[src/rtl/rcu_adaptive.sv]
// rcu_adaptive: routing computation for one 3D mesh router, one registered
// decision per input channel. Define RCU_ADAPTIVE_EN for credit-based X/Y choice.
package rcu_adaptive_pkg;
    typedef struct packed {
        logic [3:0] x;
        logic [3:0] y;
        logic [3:0] z;
    } position_t;

    typedef enum logic [2:0] {
        NORTH = 3'd0,
        SOUTH = 3'd1,
        EAST  = 3'd2,
        WEST  = 3'd3,
        UP    = 3'd4,
        DOWN  = 3'd5,
        LOCAL = 3'd6
    } port_t;
endpackage

module rcu_adaptive
    import rcu_adaptive_pkg::*;
#(
    parameter position_t THIS_POS   = '{x: 4'd0, y: 4'd0, z: 4'd0},
    parameter int        NUM_IN     = 7,
    parameter int        CRED_W     = 4,
    parameter int        FAULT_HOLD = 4,
    parameter position_t ALT_ELEV   = '{x: 4'd0, y: 4'd0, z: 4'd0}
) (
    input  logic                   clk,
    input  logic                   reset,
    input  logic [NUM_IN-1:0]      req_valid,
    input  position_t [NUM_IN-1:0] req_dest,
    output logic [NUM_IN-1:0]      req_ready,
    output logic [NUM_IN-1:0]      dir_valid,
    output port_t [NUM_IN-1:0]     dir,
    input  logic [NUM_IN-1:0]      dir_ready,
    output logic [NUM_IN-1:0]      route_err,
    input  logic [5:0][CRED_W-1:0] credits,
    input  logic                   up_faulty,
    input  logic                   down_faulty,
    output logic                   up_fault_q,
    output logic                   down_fault_q
);

    localparam int CNT_W = $clog2(FAULT_HOLD + 1);
    localparam logic [CNT_W-1:0] HOLD_LAST = CNT_W'(FAULT_HOLD - 1);
    localparam logic ELEV_HERE = (ALT_ELEV.x == THIS_POS.x) &&
                                 (ALT_ELEV.y == THIS_POS.y);

    logic [NUM_IN-1:0]  dir_valid_q, dir_valid_d;
    port_t [NUM_IN-1:0] dir_q, dir_d;
    logic [NUM_IN-1:0]  err_q, err_d;
    logic [CNT_W-1:0]   up_cnt_q, up_cnt_d;
    logic [CNT_W-1:0]   dn_cnt_q, dn_cnt_d;
    logic               up_fault_d, down_fault_d;
`ifdef RCU_ADAPTIVE_EN
    logic [NUM_IN-1:0]  tie_q, tie_d;
`else
    logic               unused_credits;
    assign unused_credits = ^credits;
`endif

    assign req_ready = ~dir_valid_q | dir_ready;
    assign dir_valid = dir_valid_q;
    assign dir       = dir_q;
    assign route_err = err_q;

    // Debounce raw vertical faults: flip only after FAULT_HOLD differing samples
    always_comb begin
        up_fault_d   = up_fault_q;
        up_cnt_d     = '0;
        down_fault_d = down_fault_q;
        dn_cnt_d     = '0;
        if (up_faulty != up_fault_q) begin
            if (up_cnt_q == HOLD_LAST) begin
                up_fault_d = ~up_fault_q;
            end else begin
                up_cnt_d = up_cnt_q + 1'b1;
            end
        end
        if (down_faulty != down_fault_q) begin
            if (dn_cnt_q == HOLD_LAST) begin
                down_fault_d = ~down_fault_q;
            end else begin
                dn_cnt_d = dn_cnt_q + 1'b1;
            end
        end
    end

    // Route each channel's header and update its one-entry output register
    always_comb begin
        position_t  t;
        logic       need_up, need_dn, need_z;
        logic       has_x, has_y, use_y, e;
        logic [3:0] gx, gy;
        port_t      xp, yp, p;
`ifdef RCU_ADAPTIVE_EN
        logic       tied;
`endif
        dir_valid_d = dir_valid_q;
        dir_d       = dir_q;
        err_d       = err_q;
`ifdef RCU_ADAPTIVE_EN
        tie_d       = tie_q;
`endif
        for (int i = 0; i < NUM_IN; i++) begin
            t       = req_dest[i];
            need_up = t.z > THIS_POS.z;
            need_dn = t.z < THIS_POS.z;
            need_z  = need_up || need_dn;
            // A blocked vertical hop retargets the in-plane goal to the elevator
            gx      = need_z ? ALT_ELEV.x : t.x;
            gy      = need_z ? ALT_ELEV.y : t.y;
            has_x   = gx != THIS_POS.x;
            has_y   = gy != THIS_POS.y;
            xp      = (gx > THIS_POS.x) ? EAST : WEST;
            yp      = (gy > THIS_POS.y) ? NORTH : SOUTH;
            use_y   = !has_x;
`ifdef RCU_ADAPTIVE_EN
            tied    = 1'b0;
            if (has_x && has_y) begin
                if (credits[yp] > credits[xp]) begin
                    use_y = 1'b1;
                end else if (credits[xp] > credits[yp]) begin
                    use_y = 1'b0;
                end else begin
                    use_y = tie_q[i];
                    tied  = 1'b1;
                end
            end
`endif
            e = 1'b0;
            if (t == THIS_POS) begin
                p = LOCAL;
            end else if (need_up && !up_fault_q) begin
                p = UP;
            end else if (need_dn && !down_fault_q) begin
                p = DOWN;
            end else if (need_z && ELEV_HERE) begin
                p = LOCAL;
                e = 1'b1;
            end else begin
                p = use_y ? yp : xp;
            end

            if (req_valid[i] && req_ready[i]) begin
                dir_valid_d[i] = 1'b1;
                dir_d[i]       = p;
                err_d[i]       = e;
`ifdef RCU_ADAPTIVE_EN
                if (tied && !(p inside {UP, DOWN, LOCAL})) begin
                    tie_d[i] = ~tie_q[i];
                end
`endif
            end else if (dir_ready[i]) begin
                dir_valid_d[i] = 1'b0;
            end
        end
    end

    // Register state with synchronous active-high reset
    always_ff @(posedge clk) begin
        if (reset) begin
            dir_valid_q  <= '0;
            err_q        <= '0;
            for (int i = 0; i < NUM_IN; i++) begin
                dir_q[i] <= LOCAL;
            end
            up_fault_q   <= 1'b0;
            down_fault_q <= 1'b0;
            up_cnt_q     <= '0;
            dn_cnt_q     <= '0;
`ifdef RCU_ADAPTIVE_EN
            tie_q        <= '0;
`endif
        end else begin
            dir_valid_q  <= dir_valid_d;
            err_q        <= err_d;
            dir_q        <= dir_d;
            up_fault_q   <= up_fault_d;
            down_fault_q <= down_fault_d;
            up_cnt_q     <= up_cnt_d;
            dn_cnt_q     <= dn_cnt_d;
`ifdef RCU_ADAPTIVE_EN
            tie_q        <= tie_d;
`endif
        end
    end

endmodule

[config.mk]
export PLATFORM = sky130hd
export DESIGN_NAME = rcu_adaptive
export DESIGN_NICKNAME = d
export VERILOG_FILES = /design/src/rtl/rcu_adaptive.sv
export SDC_FILE = /design/constraint.sdc
export NUM_CORES = 1
export LEC_CHECK = 0
export ABC_AREA = 1
export BUFFER_PORTS_ARGS = -buffer_cell sky130_fd_sc_hd__buf_2
export CAP_MARGIN = 20
export CORE_ASPECT_RATIO = 1.75
export CORE_MARGIN = 2
export CORE_UTILIZATION = 38
export CTS_CLUSTER_DIAMETER = 200
export DETAILED_ROUTE_END_ITERATION = 12
export PLACE_DENSITY = 0.79
export REMOVE_ABC_BUFFERS = 1
export SLEW_MARGIN = 0
export SYNTH_ARGS = -nofsm -noshare
export SYNTH_HDL_FRONTEND = slang
export SYNTH_SLANG_ARGS = --single-unit
[constraint.sdc]
create_clock -name clk -period 1.1 [get_ports clk]
set_input_delay 0.055 -clock clk [delete_from_list [all_inputs] [get_ports clk]]
set_output_delay 0.055 -clock clk [all_outputs]
set_load 0.005 [all_outputs]
# Yosys cells after proc, flatten, opt, wreduce, memory -nomap -nowiden

Index checks and enable logic that the tools add are counted.

Logic and storage cells: 225
Output and inout bits: 44
Register bits: 43
Input port bits: 126

$lt $le $gt $ge: 28
Add/subtract/negate cells: 2
Bitwise operators: 6
Equality and inequality tests: 4
Reduce and logical (&&, ||, !) cells: 55
Muxes and demuxes: 105

Operators with widths:

| operator                                                                      | number |
|---|---|
| 4-bit by 1-bit > comparator with 1-bit output (second input constant)         | 21 |
| 12-bit logical NOT                                                            | 7 |
| 3-bit 2-to-1 mux                                                              | 28 |
| 1-bit 2-to-1 mux                                                              | 56 |
| 4-bit 2-to-1 mux                                                              | 14 |
| 4-bit by 1-bit less-than comparator with 1-bit output (second input constant) | 7 |
| 4-bit nonzero test                                                            | 7 |
| 1-bit logical AND                                                             | 21 |
| 2-bit 2-to-1 mux                                                              | 7 |
| 2-bit nonzero test                                                            | 7 |
| 1-bit logical OR                                                              | 7 |
| 7-bit inverter                                                                | 1 |
| 7-bit bitwise OR                                                              | 1 |
| 3-bit by 1-bit adder with 3-bit output (second input constant)                | 2 |
| 3-bit by 2-bit equality test with 1-bit output (second input constant)        | 2 |
| 3-bit OR reduction                                                            | 2 |
| 1-bit inverter                                                                | 4 |
| 2-bit AND reduction                                                           | 2 |
| 1-bit logical NOT                                                             | 2 |
| 1-bit != test                                                                 | 2 |

# Depth between registers and ports, before layout

Gate-level depths: netlist of run 1.

Word-level depth: 10
Gate-level depth with buffers: 7
Gate-level depth less buffers: 7

# Least setup slack after synthesis of run 1

OpenSTA, ideal clock, no wires.

Kind: register to register
From: register dn_cnt_q[0]
To: register dn_cnt_q[0]
Data required time: 1.035 ns
Stages on the path, launching flop included: 6
Arrival: 0.902 ns
Library setup time: 0.065 ns
Path buffers: 0
Path slack: 0.134 ns
Clock period less this slack: 0.966 ns
Path through: dfxtp_1 -> ha_1 -> ha_1 -> inv_1 -> o211ai_2 -> nor2_1

Longest elaborated chain between the ends: 2
Elaborated cells on any way between the ends: 3
Classes of those cells: 1 x add/sub; 1 x eq/ne; 1 x reduce/logical

RTL lines:

| what                                                                           | RTL line | text |
|---|---|---|
| from (decl)                                                                    | 55       | `logic [CNT_W-1:0] dn_cnt_q, dn_cnt_d;` |
| from (signal assigned)                                                         | 184      | `dn_cnt_q <= dn_cnt_d;` |
| branches (longest 2 deep; another with 3-bit by 1-bit adder with 3-bit output) | --       |  |

Several ways; the timed one is not identified.
A chain may end at the register's enable or synchronous reset.

# Final worst setup path of run 1

From: register up_cnt_q[0]
To: register up_cnt_q[2]

Longest elaborated chain between the ends: 2
Elaborated cells on any way between the ends: 3
Classes of those cells: 1 x add/sub; 1 x eq/ne; 1 x reduce/logical

RTL lines:

| what                                                                           | RTL line | text |
|---|---|---|
| from (decl)                                                                    | 54       | `logic [CNT_W-1:0] up_cnt_q, up_cnt_d;` |
| from (signal assigned)                                                         | 183      | `up_cnt_q <= up_cnt_d;` |
| branches (longest 2 deep; another with 3-bit by 1-bit adder with 3-bit output) | --       |  |

Several ways; the timed one is not identified.

==> reports/metrics.cfg, run 1 <==
[synth]
syn_area_um2 = 2040
synth_top_area_cell = dfxtp_1
yosys_warnings = 0
ys_types = 19
syn_inst = 289
yosysSeqAreaShare = 0.423
synthTopCellsByArea = dfxtp_1, nor2_1, nand2_1
postSynthAreaPerCell_um2 = 7.04
synth_top_area_frac = 0.423
synth-seq-cells = 43

[grt]
grt_pass1_vias = 1983
grt_pass1_wl_um = 7610
grt_max_degree = 23
grt.overflow.total = 0
antenna_found_initial = 0
track_usage = 0.163

[setup_path]
worst_setup_path_start_kind = register
regToRegStartpoint = up_cnt_q[0]
crit_path_start = up_cnt_q[0]
timing.setup.critical_path_class = reg -> reg
worst-path-max-fanout = 3
cp-end-kind = register
crit_required_ps = 1320
cp.arrival_ps = 1270

[clock_network]
ctsHoldBuffers = 0
cts_tree = yes
root_buffer = clkbuf_8
htree_levels = 2
cts_buffers = 5
cts_max_path_buffers = 2
cts.sinks = 43
insertion_delay_ps = 280
path_clk_slew_ps = 80

[finish]
n_antenna_cell = 0
design_area_um2 = 2920
drive_gt1_frac = 0.423
finalNetCount = 570
fillCellCount = 501
area_growth_pct = 43.3

[route]
drt_iter0_drc = 46
drc = 0
ant_nets = 0
vias = 2279
firstDrtPassIters = 4
wire_per_inst_um = 9.97
routed_wl_um = 4930
viasPerCell = 4.60

[timing]
fin_crit_sh = 0.951
fin_crit_ps = 1050
setup_viol = 0
setup_ws_ps = 53.8
clock-skew-final_ps = 5.23
holdWs_ps = 54.8
maxSlewHeadroom = 0.753
fin_tns_setup_ps = 0
hold_viol = 0
maxSlewViolCount = 0
tightest_slew_ps = 370
rsz0062_at_grt = true
fmax_mhz = 956

[power]
total_power_mw = 3.20
max-vdd-ir-drop_mv = 0.804
p_leak_nw = 1.58
p_int_mw = 2.40
pwr-share-clk = 0.308
pwr_density_cell_nw_per_um2 = 1100
seq_power_share = 0.522
power_frac_comb = 0.171
p_sw_mw = 0.797
switching_share = 0.249

[outcome]
status = finished, final reports clean

[placed_design]
gp_congestion = 0.758
io_buffers = 145
dp_hpwl_um = 4140
placed_area_um2 = 2820
pre_cts_ws_ps = 36.9

[min_path]
min_path_type = in -> reg
min_from = dir_ready[4]

[job]
cap_violations = 0

[floorplanning]
core_um2 = 5210
ioPinCount = 170
rows = 35
initial_core_util = 0.391
fp.dieH_um = 101
die_area_um2 = 5980
die_x_um = 59.3

-- stage by stage --
step / instances / utilization
6_report: 495 / 0.560
5_1_grt: 495 / 0.560
4_1_cts: 495 / 0.559
3_5_place_dp: 488 / 0.542
3_3_place_gp: 488 / 0.542
2_1_floorplan: 284 / -
-- power by group through the flow --
stage                     registers [mW]  logic [mW]  clock network, mW
after CTS                           1.67       0.552               1.04
final                               1.67       0.545              0.984
after detailed placement            1.70       0.550                  0
after global placement              1.70       0.536                  0
after global routing                1.68       0.617               1.09
after floorplan                     1.71       0.230                  0
-- layout by cell type, fill, tap and decap left out, drive strengths merged --
cell    Yosys  routed
buf         5     149
nand2      63      63
nor2       61      61
inv        45      45
dfxtp      43      43
a21oi      30      30
nand3      22      22
o21ai       9       9
clkbuf      0       6
nand4       5       5
ha          4       4
o211ai      2       2
clkinv      0       1
-- state kept, by name, summed over array words and instances, names as in the netlist --
register      count
dn_cnt_q          3
up_cnt_q          3
dir_valid         7
route_err         7
dir              21
down_fault_q      1
up_fault_q        1
-- Yosys cell counts, drive strengths merged --
master	count
nand2	63
inv	45
nand3	22
nand4	5
ha	4
o21ai	9
dfxtp	43
nor2	61
buf	5
o211ai	2
a21oi	30
-- logic make-up after synthesis --
| group | synth area share |
|---|---|
| flip-flops | 0.423 |
| adder cells (fa/ha/maj) | 0.0246 |
| buffers and inverters | 0.101 |
| AO/OA/AOI/OAI | 0.112 |
| AND/OR/NAND/NOR | 0.340 |
-- routing by layer --
| metal | vias to the layer above | global-route usage | wire, um |
|---|---|---|---|
| li1 | 1206 | - | - |
| met1 | 982 | 0.162 | 1830 |
| met2 | 85 | 0.308 | 2650 |
| met3 | 6 | 0.0308 | 348 |
| met4 | 0 | 0.0752 | 104 |
| met5 | - | 0 | 0 |
-- worst max-delay path, cell delays in order (launching register included) --
cell	delay, ps
dfxtp_1	320
ha_1	190
ha_2	180
inv_2	60
o211ai_2	110
nor2_1	130
-- path summary, 6_finish.rpt --
kind / end / slack, ps / depth (start not counted)
max: up_cnt_q[2] / 50 / 5
min: dir_valid[4] / 50 / 4
min reg2reg: dn_cnt_q[0] / 430 / 1
max reg2reg: up_cnt_q[2] / 50 / 5
-- timing repair --
item                                    in CTS  in global routing
buffers inserted                             0                  0
resized for setup                            0                  4
endpoints found under the setup margin       0                  7
-- layout make-up --
class                           instances  area, um2  share of cell area
Sequential cell                        43        861               0.295
Clock buffer                            6       82.6              0.0283
Clock inverter                          1       5.00             0.00172
Inverter                               45        169              0.0579
Multi-Input combinational cell        196        975               0.334
Timing Repair Buffer                  149        756               0.259
Tap cell                               55       68.8              0.0236
(Power assumes the default switching activity.)
==> inputs of run 2 (changes only) <==
--- a/config.mk
+++ b/config.mk
@@ -14,6 +14,7 @@
 export CTS_CLUSTER_DIAMETER = 200
 export DETAILED_ROUTE_END_ITERATION = 12
 export PLACE_DENSITY = 0.79
+export RECOVER_POWER = 50
 export REMOVE_ABC_BUFFERS = 1
 export SLEW_MARGIN = 0
 export SYNTH_ARGS = -nofsm -noshare
==> reports/metrics.cfg, run 2 (synthesized netlist as in run 1, its figures left out) <==
[outcome]
status = finished, final reports clean  ; unchanged

[finish]
fillCellCount = 517  ; was 501
design_area_um2 = 2850  ; was 2920 um2
largest_reg_flops = 21  ; unchanged
fin_cells = 495  ; unchanged
drive_gt1_frac = 0.357  ; was 0.423
n_antenna_cell = 0  ; unchanged
mostFrequentLayoutCells = buf_2, nor2_1, nand2_1  ; unchanged
utilization = 0.547  ; was 0.560
final_common_cell = buf_2  ; unchanged
area_growth_pct = 40.1  ; was 43.3%
finalNetCount = 570  ; unchanged

[job]
cap_violations = 0  ; unchanged

[power]
power_frac_comb = 0.163  ; was 0.171
pwr-share-clk = 0.311  ; was 0.308
p_sw_mw = 0.783  ; was 0.797 mW
switching_share = 0.247  ; was 0.249
seq_power_share = 0.526  ; was 0.522
p_leak_nw = 1.53  ; was 1.58 nW
total_power_mw = 3.17  ; was 3.20 mW
pwr_density_cell_nw_per_um2 = 1110  ; was 1100 nW/um2
max-vdd-ir-drop_mv = 0.803  ; was 0.804 mV
p_int_mw = 2.38  ; was 2.40 mW

[min_path]
min_from = dir_ready[0]  ; was dir_ready[4]
holdPathStages = 4  ; unchanged
min_path_type = in -> reg  ; unchanged

[timing]
hold_viol = 0  ; unchanged
maxSlewHeadroom = 0.753  ; about the same
clock-skew-final_ps = 5.59  ; was 5.23 ps
fmax_mhz = 955  ; was 956 MHz
fin_crit_ps = 1050  ; about the same
setup_viol = 0  ; unchanged
fin_crit_sh = 0.952  ; was 0.951
maxSlewViolCount = 0  ; unchanged
setup_ws_ps = 53.2  ; was 53.8 ps
holdWs_ps = 43.9  ; was 54.8 ps
tightest_slew_ps = 370  ; about the same
fin_tns_setup_ps = 0  ; unchanged
rsz0062_at_grt = true  ; unchanged

[grt]
grt.overflow.total = 0  ; unchanged
met2_usage = 0.308  ; unchanged
met1_usage = 0.162  ; unchanged
grt_pass1_wl_um = 7610  ; unchanged
track_usage = 0.163  ; unchanged
grt_use_met3 = 0.0308  ; unchanged
grt_max_degree = 23  ; unchanged
grt_pass1_vias = 1983  ; unchanged
antenna_found_initial = 0  ; unchanged
gr-max-usage-layer = met2  ; unchanged

[clock_network]
post-cts-setup-buffers = 0  ; unchanged
cts_max_path_buffers = 2  ; unchanged
htree_levels = 2  ; unchanged
insertion_delay_ps = 280  ; about the same
cts_tree = yes  ; unchanged
cts.sinks = 43  ; unchanged
ctsHoldBuffers = 0  ; unchanged
cts_buffers = 5  ; unchanged
path_clk_slew_ps = 80  ; about the same
post_cts_resized = 0  ; unchanged
root_buffer = clkbuf_8  ; unchanged

[setup_path]
crit_path_start = up_cnt_q[0]  ; unchanged
cp.arrival_ps = 1270  ; about the same
max_stage_delay_ps = 320  ; about the same
rr_worst_depth = 5  ; unchanged
worst-path-max-fanout = 3  ; unchanged
crit_required_ps = 1320  ; about the same
regToRegStartpoint = up_cnt_q[0]  ; unchanged
worst_setup_path_start_kind = register  ; unchanged
critPathSlowestCell = dfxtp_1  ; unchanged
cp-end-kind = register  ; unchanged
path_cells = ha_1, ha_2, inv_2, o211ai_2, nor2_1  ; unchanged
timing.setup.critical_path_class = reg -> reg  ; unchanged

[placed_design]
pre_cts_ws_ps = 36.9  ; unchanged
io_buffers = 145  ; unchanged
gp_congestion = 0.758  ; unchanged
place_inst = 488  ; unchanged
placed_area_um2 = 2820  ; unchanged
dp_hpwl_um = 4140  ; unchanged

[floorplanning]
fp.dieH_um = 101  ; unchanged
initial_core_util = 0.391  ; unchanged
ioPinCount = 170  ; unchanged
die_x_um = 59.3  ; unchanged
die_area_um2 = 5980  ; unchanged
rows = 35  ; unchanged
core_um2 = 5210  ; unchanged

[route]
firstDrtPassIters = 4  ; unchanged
wire_per_inst_um = 9.93  ; was 9.97 um
vias = 2268  ; was 2,279
routed_wl_um = 4920  ; was 4930 um
drc = 0  ; unchanged
viasPerCell = 4.58  ; was 4.60
drt_iter0_drc = 49  ; was 46
ant_nets = 0  ; unchanged

## run 2: changes by cell type in the layout (fill, tap and decap cells not counted)
cell / change
buf_2: -15
clkbuf_1: +15
nand2_1: +8
inv_1: +6
inv_2: -6
nand2_4: -5
nand2_2: -3
## run 2: worst max-delay path: cells and delay by family (launching register included)
| kind | cells | cell delay, ps |
|---|---|---|
| buffers and inverters | 1 | 60 |
| adder cells (fa/ha/maj) | 2 | 370 |
| AND/OR/NAND/NOR | 1 | 130 |
| AO/OA/AOI/OAI | 1 | 110 |
| flip-flops | 1 | 320 |
## run 2: power by group through the flow
stage | clock [mW] | sequential (mW) | combinational [mW]
global placement | 0 | 1.70 | 0.536
global route | 1.09 | 1.68 | 0.588
finish | 0.984 | 1.67 | 0.515
detailed placement | 0 | 1.70 | 0.550
CTS | 1.04 | 1.67 | 0.552
floorplan | 0 | 1.71 | 0.230
## run 2: area by class of cell
| type | instances | area (um2) | share of cell area |
|---|---|---|---|
| sequential | 43 | 861 | 0.302 |
| inverter | 45 | 169 | 0.0592 |
| clock buffer | 6 | 82.6 | 0.0289 |
| clock inverter | 1 | 5.00 | 0.00175 |
| tap | 55 | 68.8 | 0.0241 |
| multi-input combinational | 196 | 930 | 0.326 |
| timing repair buffer | 149 | 737 | 0.258 |
## run 2: path summary, 6_finish.rpt
kind / end / slack [ps]
worst max register to register: up_cnt_q[2] / 50
worst max-delay path: up_cnt_q[2] / 50
worst min-delay path: dir_valid[0] / 40
worst min register to register: dn_cnt_q[0] / 430
## run 2: routing by layer
layer / vias to the layer above / wire [um]
li1: 1205 / -
met1: 974 / 1830
met2: 83 / 2650
met3: 6 / 340
met4: 0 / 100
met5: - / 0
==> inputs of run 3 (changes only) <==
==> config.mk (replaced) <==
export PLATFORM = sky130hd
export DESIGN_NAME = rcu_adaptive
export DESIGN_NICKNAME = d
export VERILOG_FILES = /design/src/rtl/rcu_adaptive.sv
export SDC_FILE = /design/constraint.sdc
export NUM_CORES = 1
export LEC_CHECK = 0
export ABC_AREA = 1
export CAP_MARGIN = 20
export CORE_AREA = 2 2 65 67
export CTS_CLUSTER_DIAMETER = 200
export DETAILED_ROUTE_END_ITERATION = 12
export DIE_AREA = 0 0 67 69
export DONT_BUFFER_PORTS = 1
export PLACE_DENSITY = 0.67
export RECOVER_POWER = 50
export REMOVE_ABC_BUFFERS = 1
export SLEW_MARGIN = 20
export SYNTH_ARGS = -nofsm -noshare
export SYNTH_HDL_FRONTEND = slang
export SYNTH_SLANG_ARGS = --single-unit
==> reports/metrics.cfg, run 3 (synthesized netlist as in run 1, its figures left out) <==
[grt]
grt_max_degree = 30  ; was 23
track_usage = 0.180  ; was 0.163
grt.overflow.total = 0  ; unchanged
grt_pass1_vias = 1565  ; was 1,983
grt_pass1_wl_um = 6500  ; was 7610 um
antenna_found_initial = 0  ; unchanged

[floorplanning]
initial_core_util = 0.520  ; was 0.391
ioPinCount = 170  ; unchanged
rows = 23  ; was 35
core_um2 = 3910  ; was 5210 um2
fp.dieH_um = 69  ; was 101 um
die_x_um = 67  ; was 59.3 um
die_area_um2 = 4620  ; was 5980 um2

[job]
cap_violations = 0  ; unchanged

[finish]
n_antenna_cell = 0  ; unchanged
drive_gt1_frac = 0.118  ; was 0.357
final_common_cell = nor2_1  ; was buf_2
mostFrequentLayoutCells = nor2_1, nand2_1, dfxtp_1  ; was buf_2, nor2_1, nand2_1
finalNetCount = 442  ; was 570
area_growth_pct = 15.9  ; was 40.1%
largest_reg_flops = 21  ; unchanged

[timing]
fin_crit_ps = 1020  ; was 1050 ps
hold_viol = 0  ; unchanged
fmax_mhz = 977  ; was 955 MHz
fin_crit_sh = 0.931  ; was 0.952
fin_tns_setup_ps = 0  ; unchanged
tightest_slew_ps = 367  ; was 370 ps
setup_ws_ps = 76.0  ; was 53.2 ps
holdWs_ps = 1.68  ; was 43.9 ps
maxSlewHeadroom = 0.755  ; was 0.753
clock-skew-final_ps = 3.80  ; was 5.59 ps
setup_viol = 0  ; unchanged
maxSlewViolCount = 0  ; unchanged
rsz0062_at_grt = false  ; was true

[setup_path]
cp.arrival_ps = 1250  ; was 1270 ps
cp-end-kind = register  ; unchanged
r2r_slack_ps = 80  ; was 50 ps
worst-path-max-fanout = 3  ; unchanged
crit_required_ps = 1320  ; about the same
worst_setup_path_start_kind = register  ; unchanged
timing.setup.critical_path_class = reg -> reg  ; unchanged

[clock_network]
htree_levels = 2  ; unchanged
cts.sinks = 43  ; unchanged
path_clk_slew_ps = 80  ; about the same
root_buffer = clkbuf_8  ; unchanged
insertion_delay_ps = 290  ; was 280 ps
cts_buffers = 5  ; unchanged
cts_tree = yes  ; unchanged
cts_max_path_buffers = 2  ; unchanged
post-cts-setup-buffers = 0  ; unchanged

[power]
max-vdd-ir-drop_mv = 0.749  ; was 0.803 mV
pwr_density_cell_nw_per_um2 = 1310  ; was 1110 nW/um2
p_leak_nw = 1.07  ; was 1.53 nW

[route]
wire_per_inst_um = 11.3  ; was 9.93 um
firstDrtPassIters = 4  ; unchanged
drt_iter0_drc = 61  ; was 49
viasPerCell = 5.04  ; was 4.58
ant_nets = 0  ; unchanged
routed_wl_um = 4110  ; was 4920 um
vias = 1828  ; was 2,268
drc = 0  ; unchanged

[placed_design]
pre_cts_ws_ps = 39.7  ; was 36.9 ps
dp_hpwl_um = 3030  ; was 4140 um
gp_congestion = 0.728  ; was 0.758
io_buffers = 0  ; was 145

[min_path]
min_path_type = in -> reg  ; unchanged

[outcome]
status = finished, final reports clean  ; unchanged

[run 3: per-layer routing]
| layer | GRT usage | wire length (um) |
|---|---|---|
| met1 | 0.201 | 1610 |
| met2 | 0.298 | 2030 |
| met3 | 0.0799 | 421 |
| met4 | 0.0612 | 47 |
| met5 | 0 | 0 |
[run 3: timing repair]
| item | 4_1_cts | 5_1_grt |
|---|---|---|
| endpoints found under the hold margin | 41 | 32 |
| hold buffers | 9 | 10 |
| gates resized for setup | 0 | 7 |
| endpoints found under the setup margin | 0 | 6 |
[run 3: worst max-delay path, stage by stage, from the launching register on]
cell and delay, ps:
dfxtp_2 330, ha_1 190, ha_2 170, inv_2 60, o211ai_2 90, nor2_1 120
[run 3: path summary, 6_finish.rpt]
check / from / end / cells after the start
worst max-delay path: up_cnt_q[0] / up_cnt_q[2] / 5
worst min-delay path: req_dest[9] / dir[1] / 4
worst max register to register: up_cnt_q[0] / up_cnt_q[2] / 5
worst min register to register: dn_cnt_q[0] / dn_cnt_q[0] / 1
[run 3: area by class of cell]
class	count	area, um2
Fill cell	386	1550
Multi-Input combinational cell	196	950
Sequential cell	43	863
Timing Repair Buffer	21	215
Inverter	45	169
Clock buffer	8	100
Tap cell	50	62.6
[run 3: power breakdown]
| part | internal (mW) | total, mW | switching [mW] |
|---|---|---|---|
| sequential | 1.63 | 1.68 | 0.0558 |
| combinational | 0.150 | 0.338 | 0.187 |
| clock | 0.573 | 1.07 | 0.497 |
| total | 2.35 | 3.09 | 0.740 |
[run 3: per-stage QoR]
stage               cells  power [mW]   util  cell area (um2)
global route          363        3.28  0.603             2360
detailed placement    336        1.99  0.531             2080
floorplan             284        1.94      -             2000
finish                363        3.09  0.603             2360
CTS                   353        3.11  0.579             2270
global placement      336        1.98  0.531             2080
